File: src/rtl/mastermind_pkg.sv
`default_nettype none
// ============================================================================
// Module   : mastermind_pkg
// Purpose  : Shared constants, FSM state type and peg helper for the scorer.
// Revision : 1.0 - initial release
// ============================================================================
package mastermind_pkg;

    localparam int N_PEGS = 4;
    localparam int PEG_W  = 4;
    localparam int CODE_W = N_PEGS * PEG_W;
    localparam int IDX_W  = 2;
    localparam int CNT_W  = 3;

    typedef enum logic [1:0] {
        ST_IDLE    = 2'd0,
        ST_EXACT   = 2'd1,
        ST_PARTIAL = 2'd2,
        ST_REPORT  = 2'd3
    } state_t;

    function automatic logic [PEG_W-1:0] get_peg(input logic [CODE_W-1:0] word,
                                                 input logic [IDX_W-1:0]  k);
        get_peg = word[int'(k)*PEG_W +: PEG_W];
    endfunction

endpackage
`default_nettype wire

File: src/rtl/mastermind_scorer_peg_bank.sv
`default_nettype none
// ============================================================================
// Module   : mm_peg_bank
// Purpose  : Loadable 16-bit code snapshot with a single peg read port.
// Revision : 1.0 - initial release
// ============================================================================
module mm_peg_bank
    import mastermind_pkg::*;
(
    input  logic              CLK,
    input  logic              RESET,
    input  logic              LOAD,
    input  logic [CODE_W-1:0] D,
    input  logic [IDX_W-1:0]  SEL,
    output logic [PEG_W-1:0]  PEG
);

    logic [CODE_W-1:0] bank_q;
    logic [CODE_W-1:0] bank_d;

    always_comb begin
        bank_d = bank_q;
        if (LOAD) begin
            bank_d = D;
        end
    end

    always_ff @(posedge CLK or posedge RESET) begin
        if (RESET) begin
            bank_q <= '0;
        end else begin
            bank_q <= bank_d;
        end
    end

    assign PEG = get_peg(bank_q, SEL);

endmodule
`default_nettype wire

File: src/rtl/mastermind_scorer.sv
`default_nettype none
// ============================================================================
// Module   : mastermind_scorer
// Purpose  : Multi-cycle black/white scoring with attempt and win/lose tracking.
// Revision : 1.0 - initial release
// ============================================================================
module mastermind_scorer
    import mastermind_pkg::*;
#(
    parameter int MAX_TRIES = 10
) (
    input  logic              CLK,
    input  logic              RESET,
    input  logic              START,
    input  logic              NEW_GAME,
    input  logic [CODE_W-1:0] SECRET,
    input  logic [CODE_W-1:0] GUESS,
    output logic              BUSY,
    output logic              DONE,
    output logic [CNT_W-1:0]  BLACK,
    output logic [CNT_W-1:0]  WHITE,
    output logic [3:0]        TRIES,
    output logic              WIN,
    output logic              LOSE
);

    localparam logic [3:0]       c_max_tries = 4'(MAX_TRIES);
    localparam logic [IDX_W-1:0] c_last_idx  = IDX_W'(N_PEGS - 1);
    localparam logic [CNT_W-1:0] c_all_black = CNT_W'(N_PEGS);

    state_t              state_q, state_d;
    logic [IDX_W-1:0]    idx_i_q, idx_i_d;
    logic [IDX_W-1:0]    idx_j_q, idx_j_d;
    logic [N_PEGS-1:0]   gused_q, gused_d;
    logic [N_PEGS-1:0]   sused_q, sused_d;
    logic [CNT_W-1:0]    black_cnt_q, black_cnt_d;
    logic [CNT_W-1:0]    white_cnt_q, white_cnt_d;
    logic [CNT_W-1:0]    black_q, black_d;
    logic [CNT_W-1:0]    white_q, white_d;
    logic [3:0]          tries_q, tries_d;
    logic                win_q, win_d;
    logic                lose_q, lose_d;
    logic                done_q, done_d;

    logic                w_load;
    logic [IDX_W-1:0]    w_s_sel;
    logic [PEG_W-1:0]    w_g_peg;
    logic [PEG_W-1:0]    w_s_peg;
    logic                w_peg_eq;

    // EXACT compares g[i] with s[i]; PARTIAL compares g[i] with s[j].
    assign w_s_sel  = (state_q == ST_EXACT) ? idx_i_q : idx_j_q;
    assign w_peg_eq = (w_g_peg == w_s_peg);

    mm_peg_bank u_guess_bank (
        .CLK   (CLK),
        .RESET (RESET),
        .LOAD  (w_load),
        .D     (GUESS),
        .SEL   (idx_i_q),
        .PEG   (w_g_peg)
    );

    mm_peg_bank u_secret_bank (
        .CLK   (CLK),
        .RESET (RESET),
        .LOAD  (w_load),
        .D     (SECRET),
        .SEL   (w_s_sel),
        .PEG   (w_s_peg)
    );

    always_comb begin
        state_d     = state_q;
        idx_i_d     = idx_i_q;
        idx_j_d     = idx_j_q;
        gused_d     = gused_q;
        sused_d     = sused_q;
        black_cnt_d = black_cnt_q;
        white_cnt_d = white_cnt_q;
        black_d     = black_q;
        white_d     = white_q;
        tries_d     = tries_q;
        win_d       = win_q;
        lose_d      = lose_q;
        done_d      = 1'b0;
        w_load      = 1'b0;

        case (state_q)
            ST_IDLE: begin
                if (NEW_GAME) begin
                    tries_d = '0;
                    win_d   = 1'b0;
                    lose_d  = 1'b0;
                    black_d = '0;
                    white_d = '0;
                end else if (START && !win_q && !lose_q) begin
                    w_load      = 1'b1;
                    idx_i_d     = '0;
                    idx_j_d     = '0;
                    gused_d     = '0;
                    sused_d     = '0;
                    black_cnt_d = '0;
                    white_cnt_d = '0;
                    state_d     = ST_EXACT;
                end
            end
            ST_EXACT: begin
                if (w_peg_eq) begin
                    black_cnt_d       = black_cnt_q + 1'b1;
                    gused_d[idx_i_q]  = 1'b1;
                    sused_d[idx_i_q]  = 1'b1;
                end
                idx_i_d = idx_i_q + 1'b1;
                if (idx_i_q == c_last_idx) begin
                    state_d = ST_PARTIAL;
                end
            end
            ST_PARTIAL: begin
                if (!gused_q[idx_i_q] && !sused_q[idx_j_q] && w_peg_eq) begin
                    white_cnt_d      = white_cnt_q + 1'b1;
                    gused_d[idx_i_q] = 1'b1;
                    sused_d[idx_j_q] = 1'b1;
                end
                idx_j_d = idx_j_q + 1'b1;
                if (idx_j_q == c_last_idx) begin
                    idx_i_d = idx_i_q + 1'b1;
                    if (idx_i_q == c_last_idx) begin
                        state_d = ST_REPORT;
                    end
                end
            end
            ST_REPORT: begin
                black_d = black_cnt_q;
                white_d = white_cnt_q;
                tries_d = tries_q + 4'd1;
                done_d  = 1'b1;
                if (black_cnt_q == c_all_black) begin
                    win_d = 1'b1;
                end else if (tries_q + 4'd1 == c_max_tries) begin
                    lose_d = 1'b1;
                end
                state_d = ST_IDLE;
            end
            default: begin
                state_d = ST_IDLE;
            end
        endcase
    end

    always_ff @(posedge CLK or posedge RESET) begin
        if (RESET) begin
            state_q     <= ST_IDLE;
            idx_i_q     <= '0;
            idx_j_q     <= '0;
            gused_q     <= '0;
            sused_q     <= '0;
            black_cnt_q <= '0;
            white_cnt_q <= '0;
            black_q     <= '0;
            white_q     <= '0;
            tries_q     <= '0;
            win_q       <= 1'b0;
            lose_q      <= 1'b0;
            done_q      <= 1'b0;
        end else begin
            state_q     <= state_d;
            idx_i_q     <= idx_i_d;
            idx_j_q     <= idx_j_d;
            gused_q     <= gused_d;
            sused_q     <= sused_d;
            black_cnt_q <= black_cnt_d;
            white_cnt_q <= white_cnt_d;
            black_q     <= black_d;
            white_q     <= white_d;
            tries_q     <= tries_d;
            win_q       <= win_d;
            lose_q      <= lose_d;
            done_q      <= done_d;
        end
    end

    // The DONE cycle still counts as busy so the window spans 22 cycles.
    assign BUSY  = (state_q != ST_IDLE) || done_q;
    assign DONE  = done_q;
    assign BLACK = black_q;
    assign WHITE = white_q;
    assign TRIES = tries_q;
    assign WIN   = win_q;
    assign LOSE  = lose_q;

endmodule
`default_nettype wire

File: config.mk
export PLATFORM = sky130hd
export DESIGN_NAME = mastermind_scorer
export DESIGN_NICKNAME = d
export VERILOG_FILES = /design/src/rtl/mastermind_pkg.sv /design/src/rtl/mastermind_scorer_peg_bank.sv /design/src/rtl/mastermind_scorer.sv
export SDC_FILE = /design/constraint.sdc
export NUM_CORES = 1
export LEC_CHECK = 0
export CELL_PAD_IN_SITES_DETAIL_PLACEMENT = 1
export CELL_PAD_IN_SITES_GLOBAL_PLACEMENT = 2
export CORE_ASPECT_RATIO = 0.8
export CORE_MARGIN = 2
export CORE_UTILIZATION = 36
export CTS_CLUSTER_SIZE = 25
export DETAILED_ROUTE_END_ITERATION = 16
export GPL_TIMING_DRIVEN = 0
export PLACE_DENSITY_LB_ADDON = 0.08
export SLEW_MARGIN = 10
export SYNTH_ARGS = -nofsm -noshare
export SYNTH_HDL_FRONTEND = slang
export SYNTH_SLANG_ARGS = --single-unit
File: constraint.sdc
create_clock -name CLK -period 3.68 [get_ports CLK]
set_input_delay 0.552 -clock CLK [delete_from_list [all_inputs] [get_ports CLK]]
set_output_delay 0.552 -clock CLK [all_outputs]
set_load 0.05 [all_outputs]
==> results.yml <==
timing:
  finalMaxSlewViolations: 0
  setup_violations: 0
  fin_crit_ns: 3.04
  layout_setup_ws_ns: 0.644
  maxSlewHeadroom: 0.519
  setup-tns-final_ns: 0
  worstMarginPinSlew_ns: 0.717
  clock_skew_ns: 0.00425
  period_share: 0.825
  hold_viol_final: 0
  rsz0062_at_grt: "no"
  max_clock_freq_mhz: 329
die:
  initial_core_util: 0.368
  num_rows: 32
  core_region_area_um2: 9610
  die_h_um: 92.6
  die_w_um: 115
  ioPinCount: 50
  dieArea_um2: 10600
pwr:
  p_sw_uw: 1510
  power_report.internal_total_uw: 2470
  ir_worst_vdd_v: 0.000342
  leakage_uw: 0.00194
  p_per_area_nw_per_um2: 875
  pwr-share-comb: 0.444
  power_frac_seq: 0.306
  clockPowerShare: 0.249
  sw_frac_of_total: 0.380
critical_path:
  cp_max_fo: 10
  worst_setup_path_start_kind: "flop"
  slowest_delay_ns: 0.41
  endpoint_kind: "flop"
  path_class: "reg2reg"
  path_delay_family: "compound AO/OA/AOI/OAI gates"
  critPathBufInv: 2
  critical_path.slowest_cell: "dfrtp_1"
  crit_chain: "inv_1 > ha_1 > buf_4 > nand2b_1 > o32ai_2 > o21ai_0 > a2bb2oi_1 > nand4_4 > a21oi_2 > o21a_1 > a21oi_1"
  critPathArrivalTime_ns: 3.24
  required_ns: 3.88
logic_synthesis:
  synth-seq-cells: 65
  ys.warnings.count: 0
  avgSynthCellArea_um2: 11.2
  synth-main-ff-cell: "dfrtp_1"
  syn_nets: 367
  seq_area_frac_synth: 0.461
  synth_edf_count: 0
  yosysUniqueCellTypes: 47
  synthArstFlopShare: 1.00
  synth_area_um2: 3530
  syn_inst: 314
routing:
  drt_iter0_markers: 141
  drc: 0
  drt-vias-per-instance: 5.20
  num_vias: 2593
  dr_wl_met3_um: 319
  ant_nets: 0
  wl_met2_um: 3650
  wl_um: 8520
  met1_length_um: 4440
  top_layer: "met4"
  wl_per_cell_um: 17.1
  firstDrtPassIters: 4
finish:
  multiInputGateArea_um2: 1750
  n_antenna_cell: 0
  drive_above_1_share: 0.192
  nFillCells: 1043
  final_cell_mix: "dfrtp_1, clkdlybuf4s50_1, mux2_2"
  final_util: 0.473
  seq_area_um2: 1630
  final_common_cell: "dfrtp_1"
  fin_nets: 428
  area_delta_synth_final_pct: 28.7
  final-instance-count-excl-fill: 499
placement:
  hpwl_um: 6210
  gp_congestion: 0.722
  numPlacedInstances: 483
  place_ws_ns: 0.641
  port_buffers: 49
clocking:
  cts_tree: "done"
  cts_buffers: 9
  post_cts_buffers: 0
  worst_skew_pair.late_latency_ns: 0.33
  cts_hold_buf: 0
  clockRootBuffer: "clkbuf_16"
  ctsResizeCount: 0
  cts_htree_levels: 3
  cts.reportedPaths.clkPinSlew_ns: 0.05
  clockBufferDepth: 2
  cts_sinks: 65
global_route:
  grt_start_max_net_pins: 41
  first_global_vias: 2780
  grt_pass1_wl_um: 14300
  grt-ovfl-total: 0
  gr-usage-all-layers: 0.174
  antenna_found_initial: 0
min_path:
  holdCritPathClass: "reg2reg"
run_status:
  status: "completed"
job:
  cap_violations: 0
[cell type report]
type	instances	area share
clock buffer	11	0.0534
multi-input combinational	213	0.385
inverter	23	0.0195
timing repair buffer	50	0.114
clock inverter	5	0.0226
buffer	13	0.0151
tap	119	0.0327
sequential	65	0.358
[kinds of logic after synthesis]
| group | Yosys count | synth area share |
|---|---|---|
| compound gates | 72 | 0.137 |
| xor+xnor | 4 | 0.00992 |
| fa+ha+maj | 17 | 0.0602 |
| buf+inv | 36 | 0.0439 |
| flops | 65 | 0.461 |
| mux | 49 | 0.179 |
| simple gates | 71 | 0.109 |
[state kept, by name (all words and copies together) (netlist names), 2 cells and up]
| signal | count |
|---|---|
| idx_j_q | 2 |
| WHITE | 3 |
| white_cnt_q | 3 |
| idx_i_q | 2 |
| black_cnt_q | 3 |
| u_guess_bank.bank_q | 16 |
| state_q | 2 |
| sused_q | 4 |
| u_secret_bank.bank_q | 16 |
| BLACK | 3 |
| TRIES | 4 |
| gused_q | 4 |
[path summary, 6_finish.rpt]
check / cells after the start / slack (ns) / to / startpoint
worst min register to register: 2 / 0.49 / BLACK[1]$_DFFE_PP0P_ / BLACK[1]$_DFFE_PP0P_
worst min-delay path: 2 / 0.49 / BLACK[1]$_DFFE_PP0P_ / BLACK[1]$_DFFE_PP0P_
min in group asynchronous: 2 / 0.55 / u_guess_bank.bank_q[5]$_DFFE_PP0P_ / RESET
worst max-delay path: 11 / 0.64 / gused_q[2]$_DFFE_PP0P_ / state_q[1]$_DFFE_PP0P_
max in group asynchronous: 3 / 2.61 / TRIES[1]$_DFFE_PP0P_ / RESET
worst max register to register: 11 / 0.64 / gused_q[2]$_DFFE_PP0P_ / state_q[1]$_DFFE_PP0P_
[per-stage QoR]
stage	cell area (um2)	total power [uW]	hold WS [ns]
after global routing	4550	4260	0.518
after CTS	4550	4020	0.490
after detailed placement	4200	3010	0.479
final	4550	3980	0.491
after global placement	4170	2960	0.462
after floorplan	3530	2500	0.470
[synthesized netlist by cell type (all sizes together) (2+ instances only)]
library cell | instances | share of area
o211ai | 8 | 0.017
and2 | 3 | 0.0053
a211oi | 2 | 0.0042
dfrtp | 65 | 0.46
ha | 17 | 0.060
a221oi | 2 | 0.0050
mux2 | 38 | 0.12
buf | 4 | 0.0099
clkbuf | 9 | 0.0096
nand3 | 5 | 0.0071
a21o | 2 | 0.0046
o22ai | 3 | 0.0053
o21ai | 23 | 0.033
o32ai | 2 | 0.0071
nand4 | 2 | 0.0078
and2b | 3 | 0.0074
nor3 | 4 | 0.0089
xnor2 | 4 | 0.0099
nor2b | 9 | 0.016
nor2 | 7 | 0.0074
a22o | 9 | 0.022
or2 | 4 | 0.0071
a21oi | 12 | 0.018
mux2i | 5 | 0.014
o21a | 2 | 0.0042
inv | 23 | 0.024
mux4 | 6 | 0.044
nand2b | 6 | 0.011
nand2 | 26 | 0.028
[worst reg2reg max path, stage by stage (launching register included)]
cell and delay, ns:
dfrtp_1 0.41, inv_1 0.09, ha_1 0.19, buf_4 0.19, nand2b_1 0.30, o32ai_2 0.17
o21ai_0 0.23, a2bb2oi_1 0.27, nand4_4 0.23, a21oi_2 0.42, o21a_1 0.34, a21oi_1 0.08
[per-layer routing]
layer / GRT usage / up-vias
met5: 0 / -
met4: 0.0482 / 0
met3: 0.0438 / 9
met2: 0.262 / 43
met1: 0.249 / 1290
li1: - / 1251
[power groups by stage]
stage,registers [uW],clock network (uW),logic (uW)
finish,1220,991,1770
global route,1260,1040,1960
CTS,1220,1010,1790
detailed placement,1230,0,1780
global placement,1220,0,1740
floorplan,1250,0,1260
Note: power is estimated with default switching activity, not from simulation.
==> RTL change 1 (config.mk and constraints unchanged) <==
The 4 states of `state_t` get a one-hot encoding in 4 bits.
--- a/src/rtl/mastermind_pkg.sv
+++ b/src/rtl/mastermind_pkg.sv
@@ -13,9 +13,9 @@
     localparam int CNT_W  = 3;
 
-    typedef enum logic [1:0] {
-        ST_IDLE    = 2'd0,
-        ST_EXACT   = 2'd1,
-        ST_PARTIAL = 2'd2,
-        ST_REPORT  = 2'd3
+    typedef enum logic [3:0] {
+        ST_IDLE    = 4'b0001,
+        ST_EXACT   = 4'b0010,
+        ST_PARTIAL = 4'b0100,
+        ST_REPORT  = 4'b1000
     } state_t;
 
Formal check against the unedited RTL: no difference found for any inputs over 10 cycles, from zero or initial values and one cycle with RESET high; not proved beyond that.
==> RTL change 1 against the original RTL <==
- the run now ends with DRC left
- wire length increased by 8.4%
- total power decreased by 22%
- area after synthesis decreased by 2.8%
- count of clock-buffer cells in the layout increased by 3
- synthesized cell count increased by 16%
- hold slack got worse by 0.018 ns
- combinational power decreased by 35%
- final cell count increased by 9.2%
- sequential cell count increased by 2
- sequential share of layout area increased by 2.1 points
- design area decreased by 2.6%
- setup slack got worse by 0.20 ns
- critical endpoint is now sused_q[2]
- largest cell class is now registers
- largest power group unchanged
==> RTL change 1: results (changes against the original RTL) <==
WHS = 0.473 ns (was 0.491 ns)
Met3 usage = 0.0401 (was 0.0438)
Reg2Reg Depth = 9 (was 11)
Worst setup endpoint = sused_q[2] (was gused_q[2])
Avg Cell Area, Syn = 9.43 um^2 (was 11.2 um^2)
Failing checks = DRC
Slew @ Worst Pin = 0.871 ns (was 0.717 ns)
Placement Cell Area = 4110 um^2 (was 4200 um^2)
Met3 WL post-DR = 439 um (was 319 um)
DR DRC count = 3 (was 0)
Length of the first detailed-routing pass in iterations = 10 (was 4)
Gr usage total = 0.193 (was 0.174)
Hold EP = u_guess_bank.bank_q[6] (was BLACK[1])
Largest net degree at the start of global routing = 55 (was 41)
Place WS = 0.407 ns (was 0.641 ns)
NonClk Buf Share = 0.143 (was 0.129)
Yosys cell types = 46 (was 47)
Max incr delay on CP = 0.77 ns (was 0.41 ns)
Fin Clk Skew = 0.00792 ns (was 0.00425 ns)
WL per Instance = 16.9 um (was 17.1 um)
Max IR drop VDD = 0.000309 V (was 0.000342 V)
Final GP Congestion = 0.777 (was 0.722)
M2 GR Usage = 0.287 (was 0.262)
First-pass GRT wire length = 15500 um (was 14300 um)
Met1 wire length = 4620 um (was 4440 um)
CP delay by family, top = simple AND/OR/NAND/NOR gates (was compound AO/OA/AOI/OAI gates)
Slowest-stage cell, CP = nor4b_2 (was dfrtp_1)
Nonclk buf count = 72 (was 63)
Vias per cell = 5.25 (was 5.20)
Synth top cells by count = nand2_1, dfrtp_1, o21ai_0 (was dfrtp_1, mux2_2, nand2_1)
Cells after DPL = 530 (was 483)
Outcome = finished with violations (was finished clean)
Iteration-0 DRC count of the detailed router = 97 (was 141)
Share of cells above drive strength 1 = 0.0930 (was 0.192)
LEAKAGE = 0.00203 uW (was 0.00194 uW)
Die Wd = 113 um (was 115 um)
Hold path startpoint = u_guess_bank.bank_q[6] (was BLACK[1])
CP Launch Point = state_q[3] (was state_q[1])
CP Max Fanout = 8 (was 10)
WP data arrival = 3.47 ns (was 3.24 ns)
Sequential cell area = 1680 um^2 (was 1630 um^2)
R2R setup slack = 0.44 ns (was 0.64 ns)
Fmax = 309 MHz (was 329 MHz)
Multi-input gate area = 1560 um^2 (was 1750 um^2)
Vias in the first global route = 2937 (was 2780)
Non-Filler Instances = 545 (was 499)
Net Count, Synth = 413 (was 367)
Clock buffer count = 14 (was 11)
Detail Placement HPWL = 6600 um (was 6210 um)
Seq/Total Area, Yosys = 0.489 (was 0.461)
Met2 WL post-DR = 4060 um (was 3650 um)
[RTL change 1: cell types whose count changed after synthesis, sizes merged, moves of 5 or more]
cell,unedited run,this run
mux2,38,1
and3,0,5
a221oi,2,11
o21ai,23,36
a22o,9,4
nor4b,0,5
buf,4,11
o211ai,8,1
nor2b,9,0
nand2,26,101
[RTL change 1: power by group]
group	switching, uW	internal, uW
sequential	106	954
clock	308	595
combinational	686	462
total	1100	2010
[RTL change 1: cell families after synthesis]
family / count (synthesis) / synth area share
AND/OR/NAND/NOR: 149 / 0.202
XOR/XNOR: 2 / 0.00510
multiplexers: 12 / 0.0583
flip-flops: 67 / 0.489
buffers and inverters: 46 / 0.0594
adder cells (fa/ha/maj): 13 / 0.0474
AO/OA/AOI/OAI: 75 / 0.139
[RTL change 1: worst min-delay path, delay by kind of cell, from the launching register on]
kind	cells	cell delay, ns
AND/OR/NAND/NOR	2	0.10
flip-flops	1	0.34
==> RTL change 2 (config.mk and constraints unchanged) <==
Without the edit above. `MAX_TRIES`: 10 -> 7.
--- a/src/rtl/mastermind_scorer.sv
+++ b/src/rtl/mastermind_scorer.sv
@@ -8,5 +8,5 @@
     import mastermind_pkg::*;
 #(
-    parameter int MAX_TRIES = 10
+    parameter int MAX_TRIES = 7
 ) (
     input  logic              CLK,
Function: same outputs for any inputs over 10 cycles, from zero or initial values and one cycle with RESET high; that may be too few to reach the edited logic, so the function may still have changed.
==> RTL change 2 against the original RTL <==
- area after synthesis fell by 6.6%
- sequential cell count did not move
- setup slack got worse by 0.26 ns
- wire length fell by 10%
- critical path depth fell by 1
- design area fell by 6.8%
- sequential share of layout area rose by 2.6 points
- total power fell by 2.6%
- combinational power rose by 4%
- critical path type unchanged
==> RTL change 2: results (changes against the original RTL) <==
Combinational power share = 0.476 (was 0.444)
Non-Filler Instances = 452 (was 499)
Placement Cell Area = 3960 um^2 (was 4200 um^2)
Smallest setup slack after layout = 0.383 ns (was 0.644 ns)
Final nets = 386 (was 428)
Net Count, Synth = 325 (was 367)
First-pass GRT wire length = 12800 um (was 14300 um)
Post-Synth XOR/XNOR Area = 0.0133 (was 0.00992)
Post-synthesis mux area share = 0.199 (was 0.179)
Internal power = 2300 uW (was 2470 uW)
Fin Clk Skew = 0.00703 ns (was 0.00425 ns)
M2 GR Usage = 0.274 (was 0.262)
Detail Placement HPWL = 5510 um (was 6210 um)
Avg Cell Area, Syn = 12.2 um^2 (was 11.2 um^2)
Met3 usage = 0.0369 (was 0.0438)
Final Instance Area = 4240 um^2 (was 4550 um^2)
Outcome = finished clean (unchanged)
WL per Instance = 16.9 um (was 17.1 um)
R2R setup slack = 0.38 ns (was 0.64 ns)
Yosys cell types = 37 (was 47)
Synth top cells by count = dfrtp_1, mux2_2, nand2_1 (unchanged)
LEAKAGE = 0.00179 uW (was 0.00194 uW)
Reg2Reg Depth = 10 (was 11)
Ranking of synthesized cells by area = dfrtp_1, mux2_2, ha_1, mux4_2, mux4_1 (was dfrtp_1, mux2_2, ha_1, mux4_1, o21ai_0)
Slew @ Worst Pin = 0.691 ns (was 0.717 ns)
Final GP Congestion = 0.713 (was 0.722)
GR Util met1 = 0.221 (was 0.249)
Fillers = 975 (was 1043)
Seq/Total Area, Yosys = 0.493 (was 0.461)
Place WS = 0.313 ns (was 0.641 ns)
Largest net degree at the start of global routing = 52 (was 41)
WP data arrival = 3.49 ns (was 3.24 ns)
Area fraction in compound gates after synthesis = 0.112 (was 0.137)
Seq pwr share = 0.322 (was 0.306)
Cells after DPL = 436 (was 483)
Synthesized-area fraction occupied by adder cells = 0.0683 (was 0.0602)
[RTL change 2: layout make-up]
class                   count  share of cell area
plain buffers              11             0.00974
flip-flops and latches     65               0.384
clock inverters             6              0.0106
multi-input cells         182               0.373
repair buffers             50               0.122
clock buffers              10              0.0540
well taps                 115              0.0340
inverters                  13              0.0121
[RTL change 2: critical path: stages, from the launching register on]
cell and delay [ns]:
dfrtp_1 0.42, inv_1 0.12, ha_1 0.27, mux2i_1 0.49
mux4_1 0.42, xnor2_1 0.26, a41o_1 0.22, buf_1 0.37
nand2_1 0.16, nor3_4 0.33, nor3_1 0.11
[RTL change 2: how the worst min path moves through the flow]
stage,slack (ns),depth (start not counted),to,startpoint
2_1_floorplan,0.46,2,gused_q[2],gused_q[2]
3_3_place_gp,0.48,2,BLACK[0],BLACK[0]
3_5_place_dp,0.48,2,BLACK[0],BLACK[0]
4_1_cts,0.49,2,BLACK[0],BLACK[0]
5_1_grt,0.52,2,white_cnt_q[0],RESET
6_report,0.48,2,BLACK[0],BLACK[0]
